### src/rtl/dac_tx_sequencer.sv
`default_nettype none
// ============================================================================
// Module   : dac_tx_sequencer
// Purpose  : Serialises DAC sample words onto per-lane DDR bit pairs with a
//            training preamble, midscale underflow fill and a frame-marker
//            lane. Optional PRBS7 lane test mode: DAC_TX_PRBS_EN.
// Revision : 1.0
// ============================================================================
module dac_tx_sequencer #(
  parameter int LANES      = 4,
  parameter int DATA_W     = 8,
  parameter int SYNC_WORDS = 16
) (
  input  logic                    tx_clk,
  input  logic                    tx_rstn,
  input  logic                    tx_enable,
  input  logic                    tx_resync,
  input  logic [LANES*DATA_W-1:0] s_data,
  input  logic                    s_valid,
  output logic                    s_ready,
  output logic [LANES-1:0]        tx_data_m,
  output logic [LANES-1:0]        tx_data_p,
  output logic                    tx_frame_m,
  output logic                    tx_frame_p,
  output logic [1:0]              tx_state,
  output logic                    tx_underflow,
  input  logic                    tx_underflow_clr
`ifdef DAC_TX_PRBS_EN
  ,
  input  logic                    tx_prbs_sel
`endif
);

  localparam int S    = DATA_W / 2;
  localparam int SCW  = (S > 1) ? $clog2(S) : 1;
  localparam int CNTW = $clog2(SYNC_WORDS + 1);
  localparam logic [SCW-1:0]    SC_LAST    = SCW'(S - 1);
  localparam logic [CNTW-1:0]   SYNC_LAST  = CNTW'(SYNC_WORDS - 1);
  localparam logic [DATA_W-1:0] TRAIN_WORD = {S{2'b10}};
  localparam logic [DATA_W-1:0] MIDSCALE   = {1'b1, {(DATA_W-1){1'b0}}};

  typedef enum logic [1:0] {
    ST_IDLE = 2'd0,
    ST_SYNC = 2'd1,
    ST_RUN  = 2'd2
  } state_t;

  state_t                         state_q, state_d;
  logic [SCW-1:0]                 sc_q, sc_d;
  logic [CNTW-1:0]                sync_cnt_q, sync_cnt_d;
  logic                           resync_pend_q, resync_pend_d;
  logic [LANES-1:0][DATA_W-1:0]   shift_q, shift_d;
  logic [LANES-1:0]               data_m_q, data_m_d;
  logic [LANES-1:0]               data_p_q, data_p_d;
  logic                           frame_q, frame_d;
  logic                           s_ready_q, s_ready_d;
  logic                           underflow_q, underflow_d;

  logic                           slot_end;
  logic                           load;
  logic                           accept;
  logic                           active_d;
  logic                           prbs_req;
  logic                           prbs_now;
  logic                           prbs_m;
  logic                           prbs_p;

  assign slot_end = (sc_q == SC_LAST);

  // Next state; mode changes only happen on slot boundaries.
  always_comb begin
    state_d       = state_q;
    sc_d          = sc_q;
    sync_cnt_d    = sync_cnt_q;
    resync_pend_d = resync_pend_q;
    load          = 1'b0;
    case (state_q)
      ST_IDLE: begin
        sc_d = '0;
        if (tx_enable) begin
          state_d    = ST_SYNC;
          sync_cnt_d = '0;
          load       = 1'b1;
        end
      end
      ST_SYNC: begin
        resync_pend_d = 1'b0;
        if (!slot_end) begin
          sc_d = sc_q + 1'b1;
        end else begin
          sc_d = '0;
          if (!tx_enable) begin
            state_d = ST_IDLE;
          end else if (sync_cnt_q == SYNC_LAST) begin
            state_d = ST_RUN;
            load    = 1'b1;
          end else begin
            sync_cnt_d = sync_cnt_q + 1'b1;
            load       = 1'b1;
          end
        end
      end
      ST_RUN: begin
        if (!slot_end) begin
          sc_d          = sc_q + 1'b1;
          resync_pend_d = resync_pend_q | tx_resync;
        end else begin
          sc_d = '0;
          // A resync seen in the last cycle waits for the following slot,
          // keeping it consistent with the already-issued s_ready window.
          resync_pend_d = tx_resync;
          if (!tx_enable) begin
            state_d       = ST_IDLE;
            resync_pend_d = 1'b0;
          end else if (resync_pend_q) begin
            state_d       = ST_SYNC;
            sync_cnt_d    = '0;
            resync_pend_d = 1'b0;
            load          = 1'b1;
          end else begin
            load = 1'b1;
          end
        end
      end
      default: begin
        state_d       = ST_IDLE;
        sc_d          = '0;
        resync_pend_d = 1'b0;
      end
    endcase
  end

`ifdef DAC_TX_PRBS_EN
  localparam logic [6:0] PRBS_SEED = 7'h7F;

  logic       prbs_sel_q, prbs_sel_d;
  logic       prbs_slot_q, prbs_slot_d;
  logic [6:0] lfsr_q, lfsr_d;
  logic [6:0] lfsr_base, lfsr_mid, lfsr_two;

  always_comb begin
    prbs_req    = tx_prbs_sel;
    prbs_sel_d  = (sc_d == SC_LAST) ? tx_prbs_sel : prbs_sel_q;
    prbs_slot_d = load ? ((state_d == ST_RUN) && prbs_sel_q)
                       : (prbs_slot_q && (state_d == ST_RUN));
    prbs_now    = prbs_slot_d;
    lfsr_base   = (load && (state_d == ST_RUN) && (state_q == ST_SYNC)) ? PRBS_SEED : lfsr_q;
    lfsr_mid    = {lfsr_base[5:0], lfsr_base[6] ^ lfsr_base[5]};
    lfsr_two    = {lfsr_mid[5:0], lfsr_mid[6] ^ lfsr_mid[5]};
    prbs_m      = lfsr_mid[0];
    prbs_p      = lfsr_two[0];
    lfsr_d      = prbs_now ? lfsr_two : lfsr_base;
  end

  always_ff @(posedge tx_clk or negedge tx_rstn) begin
    if (!tx_rstn) begin
      prbs_sel_q  <= 1'b0;
      prbs_slot_q <= 1'b0;
      lfsr_q      <= PRBS_SEED;
    end else begin
      prbs_sel_q  <= prbs_sel_d;
      prbs_slot_q <= prbs_slot_d;
      lfsr_q      <= lfsr_d;
    end
  end
`else
  assign prbs_req = 1'b0;
  assign prbs_now = 1'b0;
  assign prbs_m   = 1'b0;
  assign prbs_p   = 1'b0;
`endif

  // Output stage: every output is computed for the next cycle and registered.
  always_comb begin
    logic [DATA_W-1:0] word;
    word     = '0;
    accept   = s_valid & s_ready_q;
    active_d = (state_d != ST_IDLE);
    data_m_d = '0;
    data_p_d = '0;
    shift_d  = '0;
    for (int n = 0; n < LANES; n++) begin
      if (state_d == ST_SYNC)  word = TRAIN_WORD;
      else if (accept)         word = s_data[n*DATA_W +: DATA_W];
      else                     word = MIDSCALE;
      if (active_d) begin
        if (load) begin
          data_m_d[n] = word[DATA_W-1];
          data_p_d[n] = word[DATA_W-2];
          shift_d[n]  = word << 2;
        end else begin
          data_m_d[n] = shift_q[n][DATA_W-1];
          data_p_d[n] = shift_q[n][DATA_W-2];
          shift_d[n]  = shift_q[n] << 2;
        end
        if (prbs_now) begin
          data_m_d[n] = prbs_m;
          data_p_d[n] = prbs_p;
        end
      end
    end
    frame_d     = active_d && (sc_d == '0);
    // The handshake window is decided one cycle ahead so s_ready is a flop.
    s_ready_d   = active_d && tx_enable && (sc_d == SC_LAST) && !resync_pend_d &&
                  !prbs_req && ((state_d == ST_RUN) || (sync_cnt_d == SYNC_LAST));
    underflow_d = (load && (state_d == ST_RUN) && !accept && !prbs_now) |
                  (underflow_q & ~tx_underflow_clr);
  end

  always_ff @(posedge tx_clk or negedge tx_rstn) begin
    if (!tx_rstn) begin
      state_q       <= ST_IDLE;
      sc_q          <= '0;
      sync_cnt_q    <= '0;
      resync_pend_q <= 1'b0;
      shift_q       <= '0;
      data_m_q      <= '0;
      data_p_q      <= '0;
      frame_q       <= 1'b0;
      s_ready_q     <= 1'b0;
      underflow_q   <= 1'b0;
    end else begin
      state_q       <= state_d;
      sc_q          <= sc_d;
      sync_cnt_q    <= sync_cnt_d;
      resync_pend_q <= resync_pend_d;
      shift_q       <= shift_d;
      data_m_q      <= data_m_d;
      data_p_q      <= data_p_d;
      frame_q       <= frame_d;
      s_ready_q     <= s_ready_d;
      underflow_q   <= underflow_d;
    end
  end

  assign tx_state     = state_q;
  assign tx_data_m    = data_m_q;
  assign tx_data_p    = data_p_q;
  assign tx_frame_m   = frame_q;
  assign tx_frame_p   = frame_q;
  assign s_ready      = s_ready_q;
  assign tx_underflow = underflow_q;

endmodule
`default_nettype wire

### config.mk
export PLATFORM = sky130hd
export DESIGN_NAME = dac_tx_sequencer
export DESIGN_NICKNAME = d
export VERILOG_FILES = /design/src/rtl/dac_tx_sequencer.sv
export SDC_FILE = /design/constraint.sdc
export NUM_CORES = 1
export LEC_CHECK = 0
export CAP_MARGIN = 20
export CORE_MARGIN = 5
export CORE_UTILIZATION = 44
export CTS_CLUSTER_DIAMETER = 150
export DETAILED_ROUTE_END_ITERATION = 10
export PLACE_DENSITY = 0.8
export SLEW_MARGIN = 5
export SYNTH_ARGS = -nofsm -noshare
export SYNTH_HDL_FRONTEND = slang
export SYNTH_SLANG_ARGS = --single-unit
### constraint.sdc
create_clock -name tx_clk -period 2.07 [get_ports tx_clk]
set_input_delay 0.3105 -clock tx_clk [delete_from_list [all_inputs] [get_ports tx_clk]]
set_output_delay 0.3105 -clock tx_clk [all_outputs]
set_load 0.05 [all_outputs]
==> flow_summary.toml, run 1 <==
[worst_setup_path]
cp-start-kind = "flip-flop"
cp.arrival_ns = 2.37
reg2reg_slack_ns = -0.1
cp-end-kind = "flip-flop"
cp_slowest_cell = "dfrtp_2"
worstPathRequired_ns = 2.27
max_stage_delay_ns = 0.44
path_cells = "buf_4 -> ha_2 -> and4b_1 -> a21oi_4 -> o21a_1 -> a21oi_1 -> a41oi_2 -> nor4_4"
crit_fanout = 8
critical_path_class = "reg -> reg"

[floorplanning]
start_util_pct = 44.5
die-height_um = 78.7
core-area_um2 = 4660
fp-row-count = 25
die_width_um = 78.7
dieArea_um2 = 6190
ios = 52

[sta]
timing.final.crit_share_pct = 105
slew_violations = 0
hold_viol_final = 0
clock_skew_ns = 0.00858
worst_pin_slew_ns = 0.766
worst_slack_ns = -0.0997
maxClockFrequency_mhz = 461
setup_viol = 3
rsz0062_at_grt = "yes"
period_minus_slack_ns = 2.17
slew_headroom_pct = 48.9

[pwr]
leakagePower_nw = 1.38
ir_worst_vdd_mv = 0.761
power-per-cell-area_nw_per_um2 = 1100

[clock_tree]
h-tree-depth = 2
cts_tree = "yes"
cts_root_buf = "clkbuf_8"
clk_pin_slew_ns = 0.08
clockBufferDepth = 2
cts_sinks = 45
clk_latency_ns = 0.30
cts-buffers-inserted = 5

[routing]
wl_per_cell_um = 18.7
via_per_inst = 5.81
vias = 1997
drt-total-wl_um = 6450
drt-pass1-iter-count = 5
drc = 0
first_iter_violations = 148
ant_nets = 0

[yosys]
postSynth.topFlopCell = "dfrtp_1"
yosysSeqAreaShare_pct = 54.2
yosysWarnings = 0
synth_area_leaders = "dfrtp_1, a22oi_1, nor2_1"
postSynthAreaPerCell_um2 = 10.5
async_reset_ff_share_pct = 100
synth_top_area_share_pct = 54.2
yosys.cell_types.count = 45
yosys_register_bits = 45
synth-edff-count = 0
syn_area_um2 = 2080
synthCells = 198
yosysTopAreaCell = "dfrtp_1"
mappedNetlistNets = 242

[cells_and_area]
synthToLayoutAreaGrowth_pct = 56.5
final_cell_mix = "clkdlybuf4s50_1, dfrtp_1, buf_4"
stdcell_count = 344
fin_nets = 333
antenna_cells = 0
drive_above_1_share_pct = 33.4
final_common_cell = "clkdlybuf4s50_1"

[placement]
place_congestion = 0.890
pre_cts_slack_ns = -0.244
hpwl_um = 3800
dpl.cell_count = 325
io_buffers = 51

[job]
drv_cap = 0

[min_path]
hold_class = "in -> async"

[status]
violations = "negative setup slack"
status = "finished, violations left"

[global_route]
grt_pass1_wl_um = 8680
grt_util_all_layers_pct = 18.2
grt_max_degree = 35
overflow = 0
antenna_found_initial = 0
grt_pass1_vias = 1825
cells by family (layout without fill, tap and decap cells):
logic type / count (synthesis) / count (layout) / share of synthesized area (%)
flip-flops: 45 / 45 / 54.2
AND/OR/NAND/NOR: 73 / 73 / 18.0
AO/OA/AOI/OAI: 54 / 54 / 19.1
multiplexers: 1 / 1 / 0.482
buffers and inverters: 19 / 111 / 4.58
adder cells (fa/ha/maj): 6 / 6 / 3.62
cells in the mapped netlist (all sizes together) (2+ instances only):
cell and number:
a211oi 8, a21oi 11, a221o 2, a22oi 12
and2 6, and4b 2, buf 9, clkbuf 3
dfrtp 45, ha 6, inv 7, nand2 14
nand2b 3, nand3 4, nor2 25, nor3 9
nor3b 3, nor4 3, o21a 2, o21ai 5
o221a 4
stage by stage:
step / instance area (µm²) / utilization (%) / setup TNS, ns / hold slack (ns) / power (mW)
finish: 3250 / 69.7 / -0.149 / 0.0832 / 3.58
global route: 3250 / 69.7 / -1.10 / 0.135 / 3.73
CTS: 3010 / 64.5 / -0.00936 / 0.0998 / 3.30
detailed placement: 2860 / 61.4 / -6.33 / 0.417 / 2.60
global placement: 2860 / 61.4 / -5.79 / 0.408 / 2.56
floorplan: 2080 / - / -0.00234 / 0.0149 / 2.01
flip-flops by register name, summed over array words and instances (netlist names):
name	cells
tx_underflow	1
tx_frame_m	1
resync_pend_q	1
tx_data_m	4
sync_cnt_q	5
shift_q	24
tx_data_p	4
sc_q	2
tx_state	2
s_ready	1
worst max-delay path, delay by kind of cell, from the launching register on:
kind	cells	cell delay, ns
AND/OR/NAND/NOR	2	0.51
buffers and inverters	1	0.14
AO/OA/AOI/OAI	4	0.72
flip-flops	1	0.44
adder cells (fa/ha/maj)	1	0.24
path summary, 6_finish.rpt:
| path | startpoint | end | cells past startpoint |
|---|---|---|---|
| setup / recovery | tx_state[0] | s_ready | 8 |
| hold / removal | tx_rstn | sync_cnt_q[4] | 1 |
| setup reg to reg | tx_state[0] | s_ready | 8 |
| hold reg to reg | sc_q[0] | sc_q[0] | 1 |
| max in group asynchronous | tx_rstn | shift_q[20] | 2 |
| min in group tx_clk | sc_q[0] | sc_q[0] | 1 |
where the power goes:
| part | internal (mW) | total [mW] | switching (mW) | leakage, nW |
|---|---|---|---|---|
| Sequential | 1.05 | 1.12 | 0.0727 | 0.610 |
| Combinational | 0.784 | 1.79 | 1.00 | 0.720 |
| Clock | 0.363 | 0.666 | 0.303 | 0.0554 |
routing by layer:
layer  up-vias  global-route usage, %  wire length, µm
li1        896                      -                -
met1       992                   21.4             2560
met2       100                   33.3             3370
met3         9                   3.33              405
met4         0                   5.77              108
met5         -                      0                0
cell type report:
class / count / area (µm²)
clock inverter: 2 / 38.8
timing repair buffer: 96 / 893
tap: 54 / 67.6
clock buffer: 6 / 72.6
inverter: 7 / 26.3
sequential: 45 / 1130
fill: 312 / 1410
multi-input combinational: 134 / 1020
repair_timing:
item | CTS | global route
setup endpoints to repair | 26 | 34
cloned | 0 | 2
gates resized for setup | 7 | 36
hold buffers | 0 | 0
buffers inserted | 0 | 9
pin swaps | 1 | 14
No activity file was read; power rests on OpenSTA's default activity.
==> run 2, diff against run 1 <==
Settings changed: CORE_MARGIN 5 to default.
==> run 2 against run 1 <==
Net effect: the flow finishes with violations (design-rule violations, negative setup slack); hold slack improved by 0.42 ns; clock skew fell by 0.00087 ns; setup slack improved by 0.063 ns; critical path type unchanged; largest cell class unchanged; highest routed layer unchanged.
==> flow_summary.toml, run 2 (synthesis gave the netlist of run 1 again) <==
[clock_tree]
cts-buffers-inserted = 5
cts_tree = "yes"
h-tree-depth = 2
clockBufferDepth = 2
cts_root_buf = "clkbuf_8"
clk_pin_slew_ns = 0.09
clk_latency_ns = 0.30
cts_sinks = 45

[placement]
place_congestion = 0.900
placed_cell_area_um2 = 2840
hpwl_um = 3460
dpl.cell_count = 319
pre_cts_slack_ns = -0.421
io_buffers = 51

[floorplanning]
ios = 52
core-area_um2 = 4440
dieArea_um2 = 5000
fp-row-count = 24
start_util_pct = 46.7
die-height_um = 70.7
die_width_um = 70.7

[global_route]
grt_pass1_vias = 1735
grt_util_all_layers_pct = 21.6
overflow = 0
grt_pass1_wl_um = 8290
grt_max_degree = 46
antenna_found_initial = 0

[pwr]
power-per-cell-area_nw_per_um2 = 1070
leakagePower_nw = 1.39
ir_worst_vdd_mv = 0.603

[cells_and_area]
final_common_cell = "clkdlybuf4s50_1"
final_cell_mix = "clkdlybuf4s50_1, dfrtp_1, buf_4"
design_area_um2 = 3320
synthToLayoutAreaGrowth_pct = 59.8
stdcell_count = 336
top_regs = "shift_q x24, sync_cnt_q x5"
largest_reg_flops = 24
fin_nets = 327
antenna_cells = 0
largest_register = "shift_q"
drive_above_1_share_pct = 34.5

[sta]
period_minus_slack_ns = 2.11
maxClockFrequency_mhz = 475
rsz0062_at_grt = "yes"
hold_viol_final = 0
worst_slack_ns = -0.0366
setup_viol = 4
slew_violations = 0
clock_skew_ns = 0.00771
tns_ns = -0.101
slew_headroom_pct = 66.5
worst_pin_slew_ns = 0.500
timing.final.crit_share_pct = 102

[status]
violations = "design-rule violations, negative setup slack"
status = "finished, violations left"

[routing]
ant_nets = 0
wl_per_cell_um = 16.8
vias = 1844
drc = 6
drt-total-wl_um = 5650
wl_met2_um = 2850
route.met3.wl_um = 193
first_iter_violations = 113
drt-pass1-iter-count = 7
met1_length_um = 2530
top_layer = "met4"
via_per_inst = 5.49

[worst_setup_path]
crit_fanout = 4
cp-start-kind = "flip-flop"
cp.arrival_ns = 2.30
cp-end-kind = "flip-flop"
critical_path_class = "reg -> reg"
worstPathRequired_ns = 2.27

[min_path]
hold_class = "in -> async"

[job]
drv_cap = 0
run 2: changes by cell type in the layout (fill, tap and decap cells not counted), sizes merged:
cell,before,now
clkbuf,6,8
buf,46,38
inv,7,8
dlygate4sd3,0,1
bufinv,1,0
clkinv,1,0
run 2: worst max-delay path, stage by stage (launching register included):
cell and delay, ns:
dfrtp_1 0.36, ha_2 0.19, and4b_2 0.29, nand4_1 0.10, a221o_2 0.43, buf_6 0.16, a21o_1 0.22, o221a_2 0.25
run 2: path summary, 6_finish.rpt:
kind	depth (start not counted)	start	slack [ns]	to
min in group tx_clk	2	shift_q[14]	0.52	tx_data_p[1]
max in group asynchronous	3	tx_rstn	1.33	tx_state[0]
min reg2reg	2	shift_q[14]	0.52	tx_data_p[1]
max	7	sync_cnt_q[0]	-0.04	tx_data_m[1]
min	3	tx_rstn	0.50	tx_data_p[3]
max reg2reg	7	sync_cnt_q[0]	-0.04	tx_data_m[1]
run 2: timing repair:
action | CTS | global route
endpoints found under the setup margin | 30 | 34
resized for setup | 9 | 49
endpoints found under the hold margin | 45 | 0
pin swaps | 4 | 18
setup buffers | 2 | 5
gates cloned | 0 | 2
hold buffers | 1 | 0
run 2: area by class of cell:
cell class | instances | area [µm²]
flip-flops and latches | 45 | 1130
well taps | 52 | 65.1
clock inverters | 1 | 8.76
multi-input cells | 134 | 1110
clock buffers | 7 | 96.3
inverters | 7 | 31.3
repair buffers | 90 | 875
fillers | 299 | 1130
run 2: metal layers:
layer | up-vias | global-route usage (%)
li1 | 886 | -
met1 | 902 | 31.0
met2 | 49 | 33.1
met3 | 7 | 4.70
met4 | 0 | 6.44
met5 | - | 0
run 2: through the flow:
step                power [mW]  util, %  hold WS [ns]
CTS                       3.20     67.4         0.510
floorplan                 2.01        -        0.0149
global placement          2.53     64.0         0.301
finish                    3.56     74.6         0.501
detailed placement        2.56     64.0         0.304
global route              3.73     74.6         0.526
run 2: power by group:
part           leakage, nW  total [mW]  internal, mW  switching [mW]
Sequential           0.610        1.14          1.05          0.0880
Combinational        0.722        1.81         0.828           0.984
Clock               0.0549       0.605         0.308           0.297
==> run 3, diff against run 2 <==
Settings changed: CELL_PAD_IN_SITES_DETAIL_PLACEMENT from default to 1, CELL_PAD_IN_SITES_GLOBAL_PLACEMENT from default to 1, CORE_UTILIZATION 44 to 34, SLEW_MARGIN 5 to default.
==> run 3 against run 2 <==
Net effect: the flow now finishes without violations; sequential cell count did not move; total power fell by 8.2%; first-iteration DRC count fell by 36%; final cell count rose by 5.4%; critical path type unchanged.
==> flow_summary.toml, run 3 (synthesis gave the netlist of run 1 again) <==
[floorplanning]
dieArea_um2 = 6420
ios = 52
die-height_um = 80.1
fp-row-count = 28
core-area_um2 = 5920
die_width_um = 80.1
start_util_pct = 35.1

[worst_setup_path]
crit_fanout = 8
worstPathRequired_ns = 2.25
cp_slowest_cell = "or3b_2"
path_cells = "inv_2 -> ha_2 -> a21oi_1 -> or3b_2 -> buf_4 -> a211oi_1 -> nor3_1"
max_stage_delay_ns = 0.47
cp.arrival_ns = 2.22
critical_path_class = "reg -> reg"
cp-start-kind = "flip-flop"
cp-end-kind = "flip-flop"

[pwr]
power-per-cell-area_nw_per_um2 = 1060
p_total_mw = 3.26
leakagePower_nw = 1.31
ir_worst_vdd_mv = 0.548

[cells_and_area]
largest_register = "shift_q"
drive_above_1_share_pct = 26.9
regArea_um2 = 1130
final_common_cell = "clkdlybuf4s50_1"
multi_input_area_um2 = 942
antenna_cells = 0
fin_nets = 322
top_regs = "shift_q x24, sync_cnt_q x5"
fillCellCount = 657
final_cell_mix = "clkdlybuf4s50_1, dfrtp_1, buf_4"
synthToLayoutAreaGrowth_pct = 48.5
design_area_um2 = 3080
largest_reg_flops = 24

[routing]
drc = 0
first_iter_violations = 72
route.met3.wl_um = 206
drt-pass1-iter-count = 4
vias = 1859
drt-total-wl_um = 5930
via_per_inst = 5.25
met1_length_um = 2470
ant_nets = 0
top_layer = "met4"
wl_per_cell_um = 16.8
wl_met2_um = 3170

[clock_tree]
cts-buffers-inserted = 5
cts_tree = "yes"
h-tree-depth = 2
cts_sinks = 45
clockBufferDepth = 2
clk_pin_slew_ns = 0.09
clk_latency_ns = 0.29
cts_root_buf = "clkbuf_8"

[sta]
worst_pin_slew_ns = 0.500
worst_slack_ns = 0.0349
slew_headroom_pct = 66.6
maxClockFrequency_mhz = 491
rsz0062_at_grt = "yes"
period_minus_slack_ns = 2.04
slew_violations = 0
setup_viol = 0
hold_viol_final = 0
clock_skew_ns = 0.00476
timing.final.crit_share_pct = 98.3

[global_route]
overflow = 0
grt_pass1_wl_um = 9710
antenna_found_initial = 0
grt_util_all_layers_pct = 19.9
grt_pass1_vias = 2072
grt_max_degree = 28

[placement]
place_congestion = 0.854
placed_cell_area_um2 = 2850
io_buffers = 51
hpwl_um = 4370
pre_cts_slack_ns = -0.256

[job]
drv_cap = 0

[min_path]
hold_class = "in -> async"

[status]
status = "finished, final reports clean"
## run 3: worst paths after layout
check / startpoint / cells past startpoint / to / slack [ns]
hold / removal: tx_rstn / 2 / tx_data_p[1] / 0.49
setup reg to reg: tx_state[0] / 7 / shift_q[29] / 0.03
hold reg to reg: shift_q[30] / 2 / tx_data_p[3] / 0.51
min in group tx_clk: shift_q[30] / 2 / tx_data_p[3] / 0.51
max in group asynchronous: tx_rstn / 3 / tx_state[1] / 1.07
setup / recovery: tx_state[0] / 7 / shift_q[29] / 0.03
## run 3: through the flow
step	setup TNS [ns]	util (%)	instances	hold slack, ns
final	0	52.1	354	0.492
after global routing	-0.554	52.1	354	0.526
after CTS	0	50.3	352	0.498
after detailed placement	-6.48	48.1	342	0.297
after global placement	-4.25	48.1	342	0.289
after floorplan	-0.00234	-	198	0.0149
## run 3: cell type report
class	count	area share (%)
clock buffers	6	2.68
flip-flops and latches	45	36.6
well taps	75	3.04
clock inverters	2	0.446
inverters	7	0.852
multi-input cells	134	30.6
repair buffers	85	25.8
## run 3: critical path: cells and delay by family (launching register included)
kind,cells,cell delay (ns)
flops,1,0.42
buf+inv,2,0.27
simple gates,2,0.54
fa+ha+maj,1,0.35
compound gates,2,0.35
## run 3: repair_timing
| item | in CTS | in global routing |
|---|---|---|
| buffers inserted | 1 | 2 |
| hold buffers | 1 | 0 |
| resized for setup | 6 | 17 |
| hold endpoints to repair | 18 | 0 |
| pin swaps | 2 | 4 |
| setup endpoints to repair | 27 | 34 |
## run 3: power breakdown
group / internal, mW / switching, mW / leakage (nW) / total (mW)
combinational: 0.658 / 0.900 / 0.650 / 1.56
clock: 0.271 / 0.307 / 0.0512 / 0.578
sequential: 1.05 / 0.0772 / 0.610 / 1.13
total: 1.98 / 1.28 / 1.31 / 3.26
## run 3: metal layers
layer	global-route usage, %	up-vias
met5	0	-
met4	5.00	0
met1	24.2	933
met3	3.64	9
met2	36.2	48
li1	-	869
